`config.mk`:
```
export PLATFORM = sky130hd
export DESIGN_NAME = regfile_sb_flat
export DESIGN_NICKNAME = d
export VERILOG_FILES = /design/src/rtl/regfile_sb_if.sv /design/src/rtl/regfile_sb.sv /design/src/flat_wrapper.sv
export SDC_FILE = /design/constraint.sdc
export NUM_CORES = 2
export LEC_CHECK = 0
export BUFFER_PORTS_ARGS = -buffer_cell sky130_fd_sc_hd__buf_2
export CAP_MARGIN = 20
export CORE_ASPECT_RATIO = 0.9
export CORE_UTILIZATION = 38
export CTS_CLUSTER_SIZE = 25
export DETAILED_ROUTE_END_ITERATION = 7
export MAX_ROUTING_LAYER = met4
export PLACE_DENSITY_LB_ADDON = 0.05
export SLEW_MARGIN = 20
export SYNTH_ARGS = -nofsm -noshare
export SYNTH_HDL_FRONTEND = slang
export SYNTH_SLANG_ARGS = --single-unit
```
`constraint.sdc`:
```
create_clock -name clk -period 96.6 [get_ports clk]
set_clock_uncertainty 0.15 [all_clocks]
set_input_delay 14.49 -clock clk [delete_from_list [all_inputs] [get_ports clk]]
set_output_delay 14.49 -clock clk [all_outputs]
set_load 0.01 [all_outputs]
```
`src/rtl/regfile_sb_if.sv`:
```
// regfile_sb_if -- bundle of the decode/write-back signals of regfile_sb.
//
// Ports carried (named from the register file's point of view):
//   rd_ena_i    [NRD]         per-port read enable
//   rd_addr_i   [NRD*AW]      read addresses, port k at [k*AW +: AW]
//   rd_data_o   [NRD*XLEN]    read data, port k at [k*XLEN +: XLEN]
//   rd_busy_o   [NRD]         addressed register has a pending write
//   w_ena_i / w_addr_i / w_data_i   write-back request
//   iss_ena_i / iss_addr_i          destination issue (marks busy)
//   flush_i                         clears every busy bit
//   busy_cnt_o  [AW+1]        registered count of busy registers
//
// The master modport is the pipeline side; the slave modport is the register file.
interface regfile_sb_if #(
   parameter int XLEN = 64,
   parameter int NREG = 32,
   parameter int NRD  = 2,
   parameter int AW   = $clog2(NREG)
);
   logic [NRD-1:0]      rd_ena_i;
   logic [NRD*AW-1:0]   rd_addr_i;
   logic [NRD*XLEN-1:0] rd_data_o;
   logic [NRD-1:0]      rd_busy_o;
   logic                w_ena_i;
   logic [AW-1:0]       w_addr_i;
   logic [XLEN-1:0]     w_data_i;
   logic                iss_ena_i;
   logic [AW-1:0]       iss_addr_i;
   logic                flush_i;
   logic [AW:0]         busy_cnt_o;

   modport master (
      output rd_ena_i, rd_addr_i, w_ena_i, w_addr_i, w_data_i,
             iss_ena_i, iss_addr_i, flush_i,
      input  rd_data_o, rd_busy_o, busy_cnt_o
   );

   modport slave (
      input  rd_ena_i, rd_addr_i, w_ena_i, w_addr_i, w_data_i,
             iss_ena_i, iss_addr_i, flush_i,
      output rd_data_o, rd_busy_o, busy_cnt_o
   );
endinterface

```
`src/rtl/regfile_sb.sv`:
```
// regfile_sb -- integer register file with a per-register busy scoreboard.
//
// Sits between decode (operand reads, hazard checks, destination issue) and
// write-back (result write). Register 0 is hard-wired to zero and never busy.
//
// Ports:
//   clk   rising-edge clock
//   rst   asynchronous active-high reset; clears registers, busy bits, count
//   bus   regfile_sb_if.slave: read ports, write-back, issue, flush, busy count
//
// Optional feature: define REGFILE_BYPASS_EN to forward the write-back data
// (and its busy clear) to reads of the same address in the write cycle.
module regfile_sb #(
   parameter int XLEN = 64,
   parameter int NREG = 32,
   parameter int NRD  = 2,
   parameter int AW   = $clog2(NREG)
) (
   input logic         clk,
   input logic         rst,
   regfile_sb_if.slave bus
);

   localparam int CW = AW + 1;

   logic [XLEN-1:0]     regs_q [NREG];
   logic [XLEN-1:0]     regs_d [NREG];
   logic [NREG-1:0]     busy_q;
   logic [NREG-1:0]     busy_d;
   logic [CW-1:0]       busy_cnt_q;
   logic [CW-1:0]       busy_cnt_d;
   logic [NRD*XLEN-1:0] rd_data;
   logic [NRD-1:0]      rd_busy;
   logic                w_hit;
   logic                iss_hit;

   // Address 0 is a sink: neither writes nor issues may touch it.
   assign w_hit   = bus.w_ena_i && (bus.w_addr_i != '0);
   assign iss_hit = bus.iss_ena_i && (bus.iss_addr_i != '0);

   // Next register contents: only the write-back port modifies storage.
   always_comb begin
      regs_d = regs_q;
      if (w_hit) begin
         regs_d[bus.w_addr_i] = bus.w_data_i;
      end
   end

   // Next busy vector. Assignment order encodes priority:
   // write clear < issue set (new producer wins) < flush.
   always_comb begin
      busy_d = busy_q;
      if (w_hit) begin
         busy_d[bus.w_addr_i] = 1'b0;
      end
      if (iss_hit) begin
         busy_d[bus.iss_addr_i] = 1'b1;
      end
      if (bus.flush_i) begin
         busy_d = '0;
      end
   end

   // Population count of the current busy vector; registering it makes the
   // output trail the busy bits by one edge.
   always_comb begin
      busy_cnt_d = '0;
      for (int i = 0; i < NREG; i++) begin
         busy_cnt_d = busy_cnt_d + CW'(busy_q[i]);
      end
   end

   // State registers; reset clears everything immediately.
   always_ff @(posedge clk or posedge rst) begin
      if (rst) begin
         for (int i = 0; i < NREG; i++) begin
            regs_q[i] <= '0;
         end
         busy_q     <= '0;
         busy_cnt_q <= '0;
      end else begin
         regs_q     <= regs_d;
         busy_q     <= busy_d;
         busy_cnt_q <= busy_cnt_d;
      end
   end

   // Combinational read ports. Disabled ports and reset force zeros.
   always_comb begin
      logic [AW-1:0] addr;
      rd_data = '0;
      rd_busy = '0;
      addr    = '0;
      for (int k = 0; k < NRD; k++) begin
         addr = bus.rd_addr_i[k*AW +: AW];
         if (!rst && bus.rd_ena_i[k]) begin
            rd_data[k*XLEN +: XLEN] = regs_q[addr];
            rd_busy[k]              = busy_q[addr];
`ifdef REGFILE_BYPASS_EN
            // The write-back result is forwarded; the register is only
            // still busy if a new producer issues to it in this cycle.
            if (w_hit && (bus.w_addr_i == addr)) begin
               rd_data[k*XLEN +: XLEN] = bus.w_data_i;
               rd_busy[k]              = iss_hit && (bus.iss_addr_i == addr);
            end
`endif
         end
      end
   end

   assign bus.rd_data_o  = rd_data;
   assign bus.rd_busy_o  = rd_busy;
   assign bus.busy_cnt_o = busy_cnt_q;

endmodule

```
`src/flat_wrapper.sv`:
```
// flat-port wrapper written by rule: the top's interface ports become plain ports
module regfile_sb_flat 
#(
   parameter int XLEN = 64,
   parameter int NREG = 32,
   parameter int NRD  = 2,
   parameter int AW   = $clog2(NREG)
)
  (clk, rst, bus_rd_ena_i, bus_rd_addr_i, bus_w_ena_i, bus_w_addr_i, bus_w_data_i, bus_iss_ena_i, bus_iss_addr_i, bus_flush_i, bus_rd_data_o, bus_rd_busy_o, bus_busy_cnt_o);
  regfile_sb_if #(.XLEN(XLEN), .NREG(NREG), .NRD(NRD), .AW(AW)) bus_i ();
  input logic clk;
  input logic rst;
  input wire logic [$bits(bus_i.rd_ena_i)-1:0] bus_rd_ena_i;
  input wire logic [$bits(bus_i.rd_addr_i)-1:0] bus_rd_addr_i;
  input wire logic [$bits(bus_i.w_ena_i)-1:0] bus_w_ena_i;
  input wire logic [$bits(bus_i.w_addr_i)-1:0] bus_w_addr_i;
  input wire logic [$bits(bus_i.w_data_i)-1:0] bus_w_data_i;
  input wire logic [$bits(bus_i.iss_ena_i)-1:0] bus_iss_ena_i;
  input wire logic [$bits(bus_i.iss_addr_i)-1:0] bus_iss_addr_i;
  input wire logic [$bits(bus_i.flush_i)-1:0] bus_flush_i;
  output wire logic [$bits(bus_i.rd_data_o)-1:0] bus_rd_data_o;
  output wire logic [$bits(bus_i.rd_busy_o)-1:0] bus_rd_busy_o;
  output wire logic [$bits(bus_i.busy_cnt_o)-1:0] bus_busy_cnt_o;
  assign bus_i.rd_ena_i = bus_rd_ena_i;
  assign bus_i.rd_addr_i = bus_rd_addr_i;
  assign bus_i.w_ena_i = bus_w_ena_i;
  assign bus_i.w_addr_i = bus_w_addr_i;
  assign bus_i.w_data_i = bus_w_data_i;
  assign bus_i.iss_ena_i = bus_iss_ena_i;
  assign bus_i.iss_addr_i = bus_iss_addr_i;
  assign bus_i.flush_i = bus_flush_i;
  assign bus_rd_data_o = bus_i.rd_data_o;
  assign bus_rd_busy_o = bus_i.rd_busy_o;
  assign bus_busy_cnt_o = bus_i.busy_cnt_o;
  regfile_sb #(.XLEN(XLEN), .NREG(NREG), .NRD(NRD), .AW(AW)) u_core (.clk(clk), .rst(rst), .bus(bus_i));
endmodule
```
==> reports/results.txt <==
CP endpoint kind -> primary output
Syn. warnings -> 0
fill count -> 26.3k
hold path startpoint -> u_core.regs_q[2033]
Crit Path Class -> in -> out
Final Non-Filler Cells -> 11.1k
LEAKAGE -> 53.7 nW
Power, Total -> 2.60 mW
number of remaining DRC errors -> 28
row cnt -> 188
worst hold path class -> reg -> reg
clock latency on the worst-skew pair -> 900 ps
number of buffers added on ports -> 226
GP Congestion -> 0.798
#FFs+latches synth -> 2,086
Top FF cell, synth -> dfrtp_1
Critical R2R Launch -> u_core.busy_q[0]
run status -> finished, violations left
setup TNS -> 0 ps
clk sinks -> 2,086
initial antenna violation count -> 48
Worst-Margin Slew -> 1200 ps
Peak Freq -> 29.2 MHz
hold endpoint -> u_core.regs_q[2033]
R2R Setup Slk -> 91,170 ps
die area -> 295,000 µm²
Die H -> 515 µm
EDFF count, synth -> 0
fin crit share -> 35.4%
library cells used by synthesis -> 62
Floorplan Core Area -> 291,000 µm²
Seq/Total Area, Yosys -> 46.9%
Starting Density -> 38.2%
IO Pins -> 227
design area -> 124,000 µm²
failing checks -> design-rule violations
Hold Slack -> 240 ps
largest net degree at the start of global routing -> 174
clock buffer depth -> 4
global route overflow -> 0
WL/cell -> 35.4 µm
syn_area_per_cell -> 15.6 µm²
total length of routed wires -> 393,000 µm
dpl cells -> 10.6k
ratio of cells with drive above 1 in the final layout -> 53.3%
WP data arrival -> 19,600 ps
root buf cell -> clkbuf_16
antenna-violating nets left -> 0
Worst-path clk slew -> 60 ps
max cap viols -> 0
Worst Reg-to-Reg Cells -> 14
synthesized area -> 111,000 µm²
via count -> 67.7k
first-pass GRT wire length -> 562,000 µm
via density per instance -> 6.10
syn nets -> 7,277
Chip Width -> 572 µm
Post-synth ARST share -> 100%
endpoints failing hold -> 0
H-Tree Level Count -> 4
area post-placement -> 115,000 µm²
fin. max-slew vios -> 0
CTS tree -> done
commonest cells after routing, fill and taps aside -> dfrtp_1 (2,086), mux2_2 (1,986), mux4_2 (998), mux2i_1 (478), clkbuf_16 (255)
Slew HR -> 20.0%
required time of the critical path -> 81,960 ps
Crit Path Max Fanout -> 84
Area growth syn-to-layout -> 11.2%
first-pass iteration count of the detailed router -> 8
TritonCTS Buffers -> 249
DP HPWL -> 220,000 µm
commonest non-fill, non-tap cell in the layout -> dfrtp_1
post-synthesis cell count -> 7,154
RSZ-0062 raised after global routing -> false
Worst VDD drop -> 0.0136 mV
Critical Path Start Type -> input pin
postcts setup bufs -> 0
number of global-route vias before repair -> 71.0k
Iter 0 DRT Violations -> 4,771
Final nets -> 7,100
gr usage total -> 27.6%
Crit Reg-Reg Endpoint -> u_core.bus.busy_cnt_o[4]
Final Critical Period -> 34,240 ps
post-cts sizing count -> 0
setup violators final -> 0
pwr/cell area -> 21.1 nW/µm²
hold depth -> 0
Post-CTS Hold Fix Bufs -> 0
[Yosys cell counts (8+ instances only)]
library cell / instances / area, µm²
dfrtp_1: 2086 / 52200
mux2_2: 1986 / 22400
mux4_2: 998 / 22500
mux2i_1: 478 / 4780
clkbuf_1: 400 / 1500
buf_2: 295 / 1480
nand2_1: 94 / 353
o221ai_1: 85 / 744
o22a_1: 83 / 727
nor2_1: 78 / 293
buf_4: 55 / 413
inv_1: 50 / 188
buf_1: 48 / 180
o22ai_1: 46 / 288
mux2_1: 38 / 428
a22oi_1: 28 / 210
a221oi_1: 27 / 236
buf_6: 25 / 282
fa_1: 24 / 480
o21ai_0: 23 / 115
a21oi_1: 20 / 100
a221o_1: 18 / 180
nand2b_1: 15 / 93.8
nor2b_1: 14 / 87.6
nor3_1: 12 / 60.1
nand3_1: 11 / 55.1
a2bb2oi_1: 9 / 78.8
or3_1: 9 / 56.3
ha_1: 8 / 100
nor4_1: 8 / 50.1
[critical path, cell delays in order]
cell and delay, ps:
buf_8 490, buf_4 770, buf_12 630, buf_4 800, buf_12 640, mux4_2 590, mux2_2 310, a221o_1 530
buf_2 220
[power by group]
group,internal [mW],switching (mW),leakage [nW]
logic,0.297,0.189,22.8
clock network,0.571,0.392,4.11
registers,1.04,0.117,26.8
total,1.91,0.698,53.7
[layout make-up]
| class | count | area (µm²) | share of cell area [%] |
|---|---|---|---|
| tap | 3895 | 4870 | 3.94 |
| inverter | 51 | 208 | 0.168 |
| clock buffer | 386 | 7570 | 6.12 |
| antenna | 21 | 52.6 | 0.0425 |
| sequential | 2086 | 52200 | 42.2 |
| multi-input combinational | 4193 | 55300 | 44.7 |
| timing repair buffer | 396 | 2740 | 2.22 |
| clock inverter | 69 | 712 | 0.576 |
[routing by layer]
metal | wire (µm) | share of wire [%] | up-vias | track usage, %
met5 | 0 | 0 | - | -
met4 | 13100 | 3.3 | 0 | 8.36
met3 | 18600 | 4.7 | 573 | 3.79
met2 | 192000 | 49 | 1856 | 44.3
met1 | 170000 | 43 | 37819 | 36.4
li1 | - | - | 27411 | -
[worst max-delay path by stage]
| stage | from | end | slack [ps] |
|---|---|---|---|
| after detailed placement | bus_rd_addr_i[5] | bus_rd_data_o[127] | 62100 |
| after global placement | bus_rd_addr_i[5] | bus_rd_data_o[127] | 62060 |
| after floorplan | rst | bus_rd_data_o[46] | 16590 |
| final | bus_rd_addr_i[5] | bus_rd_data_o[127] | 62360 |
| after global routing | bus_rd_addr_i[5] | bus_rd_data_o[127] | 61950 |
| after CTS | bus_rd_addr_i[5] | bus_rd_data_o[127] | 62110 |
[stage by stage]
stage                     utilization (%)  setup slack, ps
after floorplan                         -            16590
after global placement               39.5            62060
after detailed placement             39.6            62100
after CTS                            42.4            62110
after global routing                 42.4            61950
final                                42.4            62360
[registers in the layout, summed over array words and instances, names as in the netlist]
register,count
u_core.bus.busy_cnt_o,6
u_core.busy_q,32
u_core.regs_q,2048
[logic make-up (layout without fill, tap and decap cells)]
kind of cell             Yosys count  in the layout  share of synthesized area (%)
adder cells (fa/ha/maj)           32             32                          0.522
AND/OR/NAND/NOR                  274            274                           1.16
flip-flops                      2086           2086                           46.9
multiplexers                    3500           3500                           45.0
XOR/XNOR                           3              3                         0.0236
other                              0             21                              0
AO/OA/AOI/OAI                    384            384                           2.74
buffers and inverters            875            902                           3.64
Note: power is estimated with default switching activity, not from simulation.
